**src/rtl/polar_encoder_pkg.sv**
```systemverilog
// Shared types and helpers for the serial polar encoder.
// bit_reverse is used only when POLAR_ENC_BIT_REVERSE_EN is defined.
package polar_encoder_pkg;

    typedef enum logic [1:0] {
        LOAD   = 2'd0,
        ENCODE = 2'd1,
        OUTPUT = 2'd2
    } state_t;

    // Reverse the low 'width' bits of 'value'.
    function automatic int unsigned bit_reverse(input int unsigned value,
                                                input int unsigned width);
        int unsigned result;
        result = 0;
        for (int unsigned i = 0; i < width; i++) begin
            result = (result << 1) | ((value >> i) & 1);
        end
        return result;
    endfunction

    // Number of frozen positions (ones) in the low n bits of mask.
    function automatic int unsigned frozen_count(input logic [1023:0] mask,
                                                 input int unsigned n);
        int unsigned count;
        count = 0;
        for (int unsigned i = 0; i < n; i++) begin
            if (mask[i]) count++;
        end
        return count;
    endfunction

endpackage

```
**src/rtl/polar_enc_stage.sv**
```systemverilog
// One butterfly stage of x = u * G_N. Every index with bit 'stage' clear
// takes the XOR of itself and its partner; the partner passes through.
module polar_enc_stage
    import polar_encoder_pkg::*;
#(
    parameter int N = 8
) (
    input  logic [N-1:0]         u_in,
    input  logic [$clog2(N)-1:0] stage,
    output logic [N-1:0]         u_out
);

    localparam int IDX_W = $clog2(N);

    // Butterfly for the selected stage: left <- left ^ right, right <- right.
    always_comb begin
        // NOTE: assigning a default before the loop keeps every bit driven on
        // every path, so no latch is inferred.
        u_out = u_in;
        for (int i = 0; i < N; i++) begin
            if (((i >> stage) & 1) == 0) begin
                u_out[i] = u_in[i] ^ u_in[IDX_W'(i | (1 << stage))];
            end
        end
    end

endmodule

```
**src/rtl/polar_encoder.sv**
```systemverilog
// Serial-in/serial-out polar encoder: loads K info bits into the non-frozen
// positions of u, runs log2(N) in-place butterfly stages, streams N bits out.
// Optional build macro: POLAR_ENC_BIT_REVERSE_EN selects bit-reversed output order.
module polar_encoder
    import polar_encoder_pkg::*;
#(
    parameter int           N           = 8,
    parameter int           K           = 4,
    parameter logic [N-1:0] FROZEN_MASK = 8'b0001_0111
) (
    input  logic clk,
    input  logic rst_n,
    input  logic in_valid,
    output logic in_ready,
    input  logic in_bit,
    output logic out_valid,
    input  logic out_ready,
    output logic out_bit,
    output logic out_last
);

    localparam int LOG_N = $clog2(N);
    localparam int IDX_W = LOG_N;
    localparam int unsigned N_FROZEN = frozen_count(1024'(FROZEN_MASK), N);

    if (N < 2 || (N & (N - 1)) != 0) begin : g_bad_n
        $error("polar_encoder: N=%0d is not a power of two", N);
    end
    if (K > N) begin : g_bad_k
        $error("polar_encoder: K=%0d exceeds N=%0d", K, N);
    end
    if (N - N_FROZEN != K) begin : g_bad_mask
        $error("polar_encoder: FROZEN_MASK has %0d info positions, K=%0d", N - N_FROZEN, K);
    end

    state_t           state, next_state;
    logic [N-1:0]     u;
    logic [N-1:0]     u_next;
    logic [IDX_W-1:0] info_cnt;
    logic [IDX_W-1:0] stage;
    logic [IDX_W-1:0] idx;
    logic [IDX_W-1:0] wr_idx;
    logic [IDX_W-1:0] sel;

    wire info_done  = (info_cnt == IDX_W'(K - 1));
    wire stage_done = (stage == IDX_W'(LOG_N - 1));
    wire idx_done   = (idx == IDX_W'(N - 1));

    polar_enc_stage #(.N(N)) u_stage (
        .u_in  (u),
        .stage (stage),
        .u_out (u_next)
    );

    // Locate the info_cnt-th non-frozen index: the write target for the next info bit.
    always_comb begin
        int seen;
        seen   = 0;
        wr_idx = '0;
        for (int i = 0; i < N; i++) begin
            if (!FROZEN_MASK[i]) begin
                if (seen == int'(info_cnt)) wr_idx = IDX_W'(i);
                seen++;
            end
        end
    end

    // Output read address: natural or bit-reversed order.
    always_comb begin
`ifdef POLAR_ENC_BIT_REVERSE_EN
        sel = IDX_W'(bit_reverse(32'(idx), LOG_N));
`else
        sel = idx;
`endif
    end

    // State register.
    always_ff @(posedge clk or negedge rst_n) begin
        // NOTE: sequential state uses non-blocking assignments so every
        // register samples pre-edge values regardless of statement order.
        if (!rst_n) state <= LOAD;
        else        state <= next_state;
    end

    // Next-state logic and handshake/output decode.
    always_comb begin
        next_state = state;
        in_ready   = 1'b0;
        out_valid  = 1'b0;
        out_bit    = 1'b0;
        out_last   = 1'b0;
        case (state)
            LOAD: begin
                in_ready = 1'b1;
                if (in_valid && info_done) next_state = ENCODE;
            end
            ENCODE: begin
                if (stage_done) next_state = OUTPUT;
            end
            OUTPUT: begin
                out_valid = 1'b1;
                out_bit   = u[sel];
                out_last  = idx_done;
                if (out_ready && idx_done) next_state = LOAD;
            end
            default: next_state = LOAD;
        endcase
    end

    // Datapath: info bit capture, butterfly stages, output index.
    always_ff @(posedge clk or negedge rst_n) begin
        // NOTE: u is a flop vector, not a RAM, so it is reset like any other
        // state; frozen positions must read 0 from the very first frame.
        if (!rst_n) begin
            u        <= '0;
            info_cnt <= '0;
            stage    <= '0;
            idx      <= '0;
        end else begin
            case (state)
                LOAD: begin
                    if (in_valid) begin
                        u[wr_idx] <= in_bit;
                        if (info_done) begin
                            info_cnt <= '0;
                            stage    <= '0;
                        end else begin
                            info_cnt <= info_cnt + 1'b1;
                        end
                    end
                end
                ENCODE: begin
                    u     <= u_next;
                    stage <= stage + 1'b1;
                    if (stage_done) idx <= '0;
                end
                OUTPUT: begin
                    if (out_ready) begin
                        if (idx_done) begin
                            idx <= '0;
                            u   <= '0;  // frozen positions start the next frame cleared
                        end else begin
                            idx <= idx + 1'b1;
                        end
                    end
                end
                default: ;
            endcase
        end
    end

endmodule

```
**config.mk**
```make
export PLATFORM = sky130hd
export DESIGN_NAME = polar_encoder
export DESIGN_NICKNAME = d
export VERILOG_FILES = /design/src/rtl/polar_encoder_pkg.sv /design/src/rtl/polar_enc_stage.sv /design/src/rtl/polar_encoder.sv
export SDC_FILE = /design/constraint.sdc
export NUM_CORES = 1
export LEC_CHECK = 0
export CORE_UTILIZATION = 29
export DETAILED_ROUTE_END_ITERATION = 16
export HOLD_SLACK_MARGIN = 0.12
export SKIP_LAST_GASP = 1
export SYNTH_ARGS = -nofsm -noshare
export SYNTH_HDL_FRONTEND = slang
export SYNTH_HIERARCHICAL = 1
export SYNTH_SLANG_ARGS = --single-unit
export TNS_END_PERCENT = 30
```
**constraint.sdc**
```tcl
create_clock -name clk -period 2.5 [get_ports clk]
set_input_delay 0.625 -clock clk [delete_from_list [all_inputs] [get_ports clk]]
set_output_delay 0.625 -clock clk [all_outputs]
set_load 0.005 [all_outputs]
```
---- After elaboration in Yosys (flattened, before gate mapping) ----
Index checks and enable logic that the tools add are counted.
W data, S select, Z words.
operators by class
  $add $sub $neg .......................... 3
  $lt $le $gt $ge ......................... 7
  equality and inequality tests ........... 23
  shift operators ......................... 9
  muxes and demuxes ....................... 48
  bitwise operators ....................... 4
  reduce and logical (&&, ||, !) cells .... 28
operators by type and width
  operator               number
  $logic_not A32 Y1      8
  $reduce_and A5 Y1      8
  $mux W3                9
  $mux W8                3
  $pmux W8 S3            1
  $mux W1                22
  $lt A3 B5 Y1 const B   4
  $ne A2 B1 Y1 const B   8
  $ne A2 B2 Y1 const B   7
  $pmux W3 S2            2
  $shr A3 B3 Y1 const A  4
  $add A3 B1 Y3 const B  3
  $reduce_and A3 Y1      3
  $bwmux W8              1
  $lt A3 B4 Y1 const B   2
  $mux W2                4
  $bmux W1 S3            2
  $eq A3 B2 Y1 const B   2
  $eq A3 B3 Y1 const A   2
  $pmux W2 S3            1
  $shr A1 B3 Y1 const A  2
  $shr A2 B3 Y1 const A  2
  $bmux W1 S2            2
  $reduce_bool A2 Y1     2
  other kinds (13)       18
storage, ports and cells
  register bits after elaboration ......... 19
  bits of input ports ..................... 5
  output and inout port bits .............. 4
  word-level logic and storage cells ...... 134

---- Longest topological paths before layout ----
Gate-level depths: netlist of the first run.
  depth in word-level cells ............... 12
  gate-level depth with buffers ........... 9
  mapped depth without buffers ............ 8

---- Cells and area by module ----
The synthesis of the first run kept the hierarchy.
by module, submodules not included
  module           instances  cells each  area an instance (um2)  seq. area each (um2)
  polar_encoder    1          133         1,288.7                 475.5
  polar_enc_stage  1          49          355.3                   0.0

---- Worst setup path before layout of the first run ----
OpenSTA, ideal clock, no wires.
  kind .................................... reg-to-reg
  start point ............................. register stage[0]
  end point ............................... register with a tool-made name
  library setup time ...................... 0.128 ns
  arrival time ............................ 1.762 ns
  data required time ...................... 2.372 ns
  slack ................................... 0.609 ns
  stages on the path, launching flop included .. 10
  buffers on the path ..................... 1
  period minus slack after synthesis ...... 1.891 ns
  cells stage by stage .................... dfrtp_1 -> inv_1 -> ha_1 -> clkbuf_4 -> nand2b_1 -> o221ai_1 -> a21oi_1 -> a22o_1 -> a21oi_1 -> o31ai_1
RTL lines
  item                    RTL line              source
  from (decl)             polar_encoder.sv:40   logic [IDX_W-1:0] stage;
  from (signal assigned)  polar_encoder.sv:134  stage <= stage + 1'b1;

---- Final worst setup path of the first run ----
  start point ............................. register idx[0]
  end point ............................... output out_last
on the way
  word-level cells in the longest chain between the ends .. 2
ends and longest elaborated chain
  item                    RTL line              source
  from (decl)             polar_encoder.sv:41   logic [IDX_W-1:0] idx;
  from (signal assigned)  polar_encoder.sv:143  idx <= idx + 1'b1;
  $eq A3 B3 Y1            polar_encoder.sv:47   wire idx_done = (idx == IDX_W'(N - 1));
  $mux W1                 polar_encoder.sv:92   case (state)
  to (decl)               polar_encoder.sv:19   output logic out_last
Every way passes these cells.

==> results by group, run 1 <==
Outcome
  – Status: completed

Floorplan
  – Die Span X: 77.30 µm
  – Row Count: 27
  – Full die area: 0.005975 mm²
  – Die Height: 77.30 µm
  – Num ports: 9
  – Core ar.: 0.005473 mm²
  – Initial Utilization: 0.3004

Synthesis
  – Post-synthesis cell area: 0.001644 mm²
  – Post-synth top area share: 0.2892
  – Synth Net Count: 202
  – Dominant synthesized flop cell: dfrtp_1
  – Post-synth EDFFs: 0
  – Yosys reg bits: 19
  – Yosys warning count: 6
  – Post-Syn Instances: about 180
  – Synth area leaders: dfrtp_1 29%, ha_1 11%, mux2i_1 4.9%, a21oi_1 4.6%, mux2_2 3.4%
  – Ys async rst share: 1.000
  – Post-synthesis sequential area ratio: 0.2892
  – Cell taking the most area after synthesis: dfrtp_1
  – Syn_area_per_cell: 9.033 µm²
  – Netlist cell types: 47

Global routing
  – Largest net degree at the start of global routing: 21
  – Met2 usage: 0.2071
  – Met1 usage: 0.1589
  – Overall Global Routing Usage: 0.1230
  – Vias in the first global route: 1,237
  – First-pass GRT wire length: roughly 5.8 mm
  – GRT overflow: 0
  – Met3 global-route usage: 0.01429
  – Initial antenna violation count: 0
  – Layer with the highest usage: met2

Final layout
  – Flip-flop and latch area: 476.7 µm²
  – Fillers: 581
  – Commonest non-fill, non-tap cell in the layout: dfrtp_1
  – Share of post-route cells with drive strength above 1: 0.1554
  – # nets final: 214
  – Footprint of the multi-input gates: approximately 0.0010 mm²
  – Commonest cells after routing, fill and taps aside: 18 x dfrtp_1, 15 x a21oi_1, 15 x nor2_1
  – Diode count: 0
  – Area Overhead vs Synth: 12.40%
  – Post-Layout Cell Count: ~270

Place
  – Final HPWL DP: 2.609 mm
  – Input/output buffers: 8
  – Placed cell count: 261
  – GP Congestion: 0.7953

Flow run
  – Max-cap violations: 0

STA
  – Max-slew violations: 0
  – Fin Setup TNS: 0 ns
  – Final Setup Violations: 0
  – Hold Slack: 0.5447 ns
  – Max transition margin: 0.6192
  – Worst slew pin tran: about 0.57 ns
  – Crit share post-route: 0.9786
  – Min Clock Period, post-route: 2.447 ns
  – Final Skew: ~0.0067 ns
  – Final Hold Viols: 0
  – Fmax: 408.7 MHz
  – RSZ-0062 raised after global routing: yes

Power and ir drop
  – P_leak: 0.0008080 µW
  – PD cells: between 1000 and 1500 mW/mm²
  – Combinational share of power: 0.651
  – Pint: 1265 µW
  – Power share of the clock group: 0.096
  – Sequential Power Share: 0.253
  – Net Sw Power: 1075 µW
  – Switch share: 0.4593
  – Worst vdd rail ir drop: 559.2 µV

Route
  – WL final: 3.435 mm
  – WL per Instance: 12.96 µm
  – Vias: 1,303
  – DRC: 0
  – TritonRoute pass-1 iters: 4
  – Via density: between 4 and 5
  – Starting DRT DRC Count: between 40 and 50
  – Final ANT Viol Nets: 0

Setup path
  – Worst path max stage delay: 0.45 ns
  – CP cell instances: ha_1 > ha_1 > and2_2 > clkdlybuf4s50_1
  – Critical path required time: ~1.9 ns
  – WP data arrival: 1.82 ns
  – Crit path launch type: flip-flop
  – R2R cell count: 8
  – Crit end category: output pin
  – Setup Crit Path Kind: reg2out
  – Slowest-stage cell, CP: dfrtp_2
  – R2r setup slk: 0.44 ns
  – Largest fanout on the critical path: 5
  – Top cell by count, worst path: ha_1

Hold path
  – Worst hold path class: reg2reg
  – Worst hold stages: 1

CTS
  – Hold-fix buffers, CTS: 0
  – Clock sink count: 19
  – Inserted Clock Buffers: 3
  – Worst-skew pair later-pin latency: 0.26 ns
  – Htree depth: 1
  – CTS tree: yes
  – Root Driver: clkbuf_8
  – Post-CTS Setup Repair Bufs: 0
  – Worst-path clk slew: 0.08 ns
  – Clk buf depth: 2
==> layout make-up <==
| class | instances | share of cell area |
|---|---|---|
| inverters | 14 | 0.02844 |
| flip-flops and latches | 19 | 0.2580 |
| multi-input cells | 141 | 0.5680 |
| repair buffers | 15 | 0.07177 |
| well taps | 72 | 0.04875 |
| clock inverters | 1 | 0.002708 |
| clock buffers | 3 | 0.02234 |
==> logic make-up (layout without fill, tap and decap cells) <==
family,after synthesis,in the layout,share of synthesized area
flip-flops,19,19,0.2892
AO/OA/AOI/OAI,50,50,0.2078
AND/OR/NAND/NOR,61,61,0.2047
buffers and inverters,22,33,0.07382
multiplexers,15,15,0.1103
adder cells (fa/ha/maj),15,15,0.1142
==> worst paths after layout <==
kind	end	startpoint
min reg2reg	state[1]$_DFFE_PN0P_	state[1]$_DFFE_PN0P_
max	out_last	idx[0]$_DFFE_PN0P_
max in group asynchronous	idx[0]$_DFFE_PN0P_	rst_n
min in group asynchronous	async pin	rst_n
max reg2reg	flip-flop	stage[0]$_DFFE_PN0P_
min	state[1]$_DFFE_PN0P_	state[1]$_DFFE_PN0P_
==> power groups by stage <==
stage          Sequential (µW)  Clock (µW)  Combinational, µW
4_1_cts                    593         232               1530
5_1_grt                    622         237               1700
6_report                   592         224               1520
3_3_place_gp               600           0               1510
3_5_place_dp               600           0               1520
2_1_floorplan              557           0               1240
==> layer usage <==
| metal | share of wire | routed length [µm] |
|---|---|---|
| met3 | 0.018 | 62 |
| met1 | 0.48 | 1662 |
| met2 | 0.48 | 1637 |
| met4 | 0.021 | 73 |
| met5 | 0 | 0 |
==> through the flow <==
stage / util / power, µW / setup slack, ns / cell area (µm²)
after floorplan: - / 1798 / 0.6094 / 1644
after global placement: 0.3285 / 2110 / 0.2520 / 1798
after detailed placement: 0.3285 / 2119 / 0.2305 / 1798
after CTS: 0.3370 / 2353 / 0.003613 / 1844
after global routing: 0.3377 / 2564 / -0.01021 / 1848
final: 0.3377 / 2340 / 0.05346 / 1848
==> critical path: cells and delay by family, from the launching register on <==
kind                       cells  cell delay, ns
and+or+nand+nor                1            0.21
DFF                            1            0.45
buffers and inverters          1            0.44
adders and majority gates      2            0.46
==> Yosys cell counts, drive strengths merged, types with 2 or more instances <==
master and count:
nor2 15, buf 6, mux4 2, a211oi 3, clkbuf 2, a21oi 16
nor3 5, mux2i 8, mux2 5, a22o 3, or2b 2, nand2b 2
inv 14, nor2b 8, nand2 14, o21ai 12, nor3b 3, a31oi 3
nand3 3, o31ai 4, ha 15, dfrtp 19, nand3b 2, and2 3
==> timing repair <==
action                                  CTS  global route
endpoints found under the hold margin     0             0
gates resized for setup                   0             2
endpoints found under the setup margin    0             2
Power figures use the tool's default switching activity.
==> run 2: changes to the inputs <==
--- a/config.mk
+++ b/config.mk
@@ -5,12 +5,12 @@
 export SDC_FILE = /design/constraint.sdc
 export NUM_CORES = 1
 export LEC_CHECK = 0
-export CORE_UTILIZATION = 29
+export CORE_UTILIZATION = 45
 export DETAILED_ROUTE_END_ITERATION = 16
+export GPL_ROUTABILITY_DRIVEN = 1
 export HOLD_SLACK_MARGIN = 0.12
 export SKIP_LAST_GASP = 1
 export SYNTH_ARGS = -nofsm -noshare
 export SYNTH_HDL_FRONTEND = slang
 export SYNTH_HIERARCHICAL = 1
 export SYNTH_SLANG_ARGS = --single-unit
-export TNS_END_PERCENT = 30
==> run 2 against run 1 <==
Effect of this change: final cell count is 9.8% lower; sequential share of layout area is 0.71 points higher; first-iteration DRC count is 23% higher; maximum frequency is 1.8% higher; die area is 35% lower; non-clock buffer count stayed put; core utilization is 19 points higher; cell area is 2.4% lower; count of clock-buffer cells in the layout stayed put; highest routed layer unchanged.
==> results by group, run 2 (same netlist as run 1, synthesis figures left out) <==
Outcome
  – Status: completed

STA
  – Min Clock Period, post-route: about 2.4 ns
  – Final Setup Violations: 0
  – Fmax: 416.1 MHz
  – Max-slew violations: 0
  – Final Skew: 0.004211 ns
  – Fin Setup TNS: 0 ns
  – Crit share post-route: 0.9612
  – Worst slew pin tran: around 0.57 ns
  – Max transition margin: 0.6179
  – Final Hold Viols: 0
  – RSZ-0062 raised after global routing: no

Route
  – TritonRoute pass-1 iters: 4
  – Final ANT Viol Nets: 0
  – Via density: 5.577
  – Vias: 1,333
  – Starting DRT DRC Count: 59
  – WL final: 3.416 mm
  – DRC: 0
  – WL per Instance: 14.29 µm

Global routing
  – Initial antenna violation count: 0
  – GRT overflow: 0
  – Overall Global Routing Usage: 0.1895
  – Largest net degree at the start of global routing: 21
  – Vias in the first global route: 1,231
  – First-pass GRT wire length: around 5.9 mm

Setup path
  – R2r setup slk: 0.44 ns
  – Setup Crit Path Kind: reg2out
  – Reg2reg start: stage[0]$_DFFE_PN0P_
  – Crit end category: output pin
  – WP data arrival: 1.78 ns
  – Crit path launch type: flip-flop
  – R2R cell count: 8
  – Critical path required time: ~1.9 ns
  – Largest fanout on the critical path: 4

Hold path
  – Worst hold path class: reg2reg
  – Hold path endpoint: state[0]$_DFFE_PN0P_
  – Hold path start: state[0]$_DFFE_PN0P_
  – Worst hold stages: 1

CTS
  – Root Driver: clkbuf_4
  – Htree depth: 1
  – Hold-fix buffers, CTS: 0
  – Worst-skew pair later-pin latency: about 0.30 ns
  – CTS tree: yes
  – Worst-path clk slew: 0.12 ns
  – Clock sink count: 19
  – Inserted Clock Buffers: 3
  – Clk buf depth: 2

Floorplan
  – Full die area: 0.003899 mm²
  – Row Count: 21
  – Num ports: 9
  – Die Height: 62.45 µm
  – Die Span X: roughly 62 µm
  – Initial Utilization: 0.4813
  – Core ar.: 0.003416 mm²

Final layout
  – Diode count: 0
  – Design area: between 0.0015 and 0.002 mm²
  – Share of post-route cells with drive strength above 1: 0.1658
  – # nets final: 214
  – Commonest cells after routing, fill and taps aside: 17 x dfrtp_1, 15 x a21oi_1, 15 x nor2_1
  – Commonest non-fill, non-tap cell in the layout: dfrtp_1
  – Area Overhead vs Synth: 9.665%

Place
  – Input/output buffers: 8
  – Final HPWL DP: 2.631 mm
  – GP Congestion: 0.8332
  – Dpl cell area: 0.001750 mm²

Power and ir drop
  – P_leak: 0.0008129 µW
  – Pwr Total: 2277 µW
  – PD cells: 1263 mW/mm²
  – Worst vdd rail ir drop: 767.5 µV

Flow run
  – Max-cap violations: 0
run 2: cell types whose count changed in the layout (fill, tap and decap cells not counted):
cell / change
ha_2: +1
dlymetal6s2s_1: +1
ha_1: -1
dfrtp_2: +1
dfrtp_1: -1
clkdlybuf4s50_1: -1
clkbuf_4: +3
clkbuf_8: -3
run 2: timing repair:
action	4_1_cts	5_1_grt
setup buffers	1	1
hold endpoints to repair	0	0
cloned	0	0
pin swaps	0	0
resized for setup	2	3
endpoints found under the setup margin	2	2
run 2: how the worst max path moves through the flow:
stage | from | to | slack (ns) | depth (start not counted)
after global routing | idx[1]$_DFFE_PN0P_ | out_last | 0.01 | 4
after floorplan | stage[0]$_DFFE_PN0P_ | flip-flop | 0.61 | 9
final | idx[1]$_DFFE_PN0P_ | out_last | 0.1 | 4
after CTS | state[0]$_DFFE_PN0P_ | out_bit | -0.003 | 5
after global placement | in_valid | flip-flop | 0.29 | 6
after detailed placement | in_valid | flip-flop | 0.26 | 6
run 2: metrics by stage:
stage               utilization  hold WS, ns  std cells  worst slack, ns
floorplan                     -       0.3294        182           0.6094
global placement         0.5125       0.5240        233           0.2871
detailed placement       0.5125       0.5298        233           0.2625
CTS                      0.5238       0.5592        238        -0.003280
global route             0.5278       0.5922        239          0.01096
finish                   0.5278       0.5623        239          0.09693
run 2: per-layer routing:
layer,part of all wire,GRT usage,vias to the layer above
met1,0.49,0.2662,632
met2,0.48,0.3057,18
met5,0,0,-
li1,-,-,679
met4,0.011,0.05523,0
met3,0.023,0.02190,4
run 2: report_power, final:
part | leakage [µW] | switching [µW] | total, µW | internal [µW]
logic | 0.000552 | 800 | 1510 | 708
clock network | 0.0000177 | 101 | 160 | 59.5
registers | 0.000243 | 175 | 608 | 432
total | 0.000813 | 1080 | 2280 | 1200
run 2: layout make-up:
| type | instances | area (µm²) |
|---|---|---|
| Clock buffer | 3 | 22.52 |
| Multi-Input combinational cell | 141 | 1052 |
| Fill cell | 335 | 1613 |
| Inverter | 14 | 52.55 |
| Timing Repair Buffer | 15 | 135.1 |
| Clock inverter | 1 | 5.005 |
| Sequential cell | 19 | 478.0 |
| Tap cell | 46 | 57.56 |
run 2: worst max-delay path, stage by stage (launching register included):
cell and delay [ns]:
dfrtp_2 0.46, ha_1 0.19, ha_2 0.20, and2_2 0.19
clkdlybuf4s50_1 0.44
==> run 3: changes to the inputs <==
--- a/config.mk
+++ b/config.mk
@@ -7,7 +7,7 @@
 export LEC_CHECK = 0
 export CORE_UTILIZATION = 45
 export DETAILED_ROUTE_END_ITERATION = 16
-export GPL_ROUTABILITY_DRIVEN = 1
+export GPL_ROUTABILITY_DRIVEN = 0
 export HOLD_SLACK_MARGIN = 0.12
 export SKIP_LAST_GASP = 1
 export SYNTH_ARGS = -nofsm -noshare
==> results of run 3 <==
The final DEF is identical to that of run 2; final timing and power are the same.
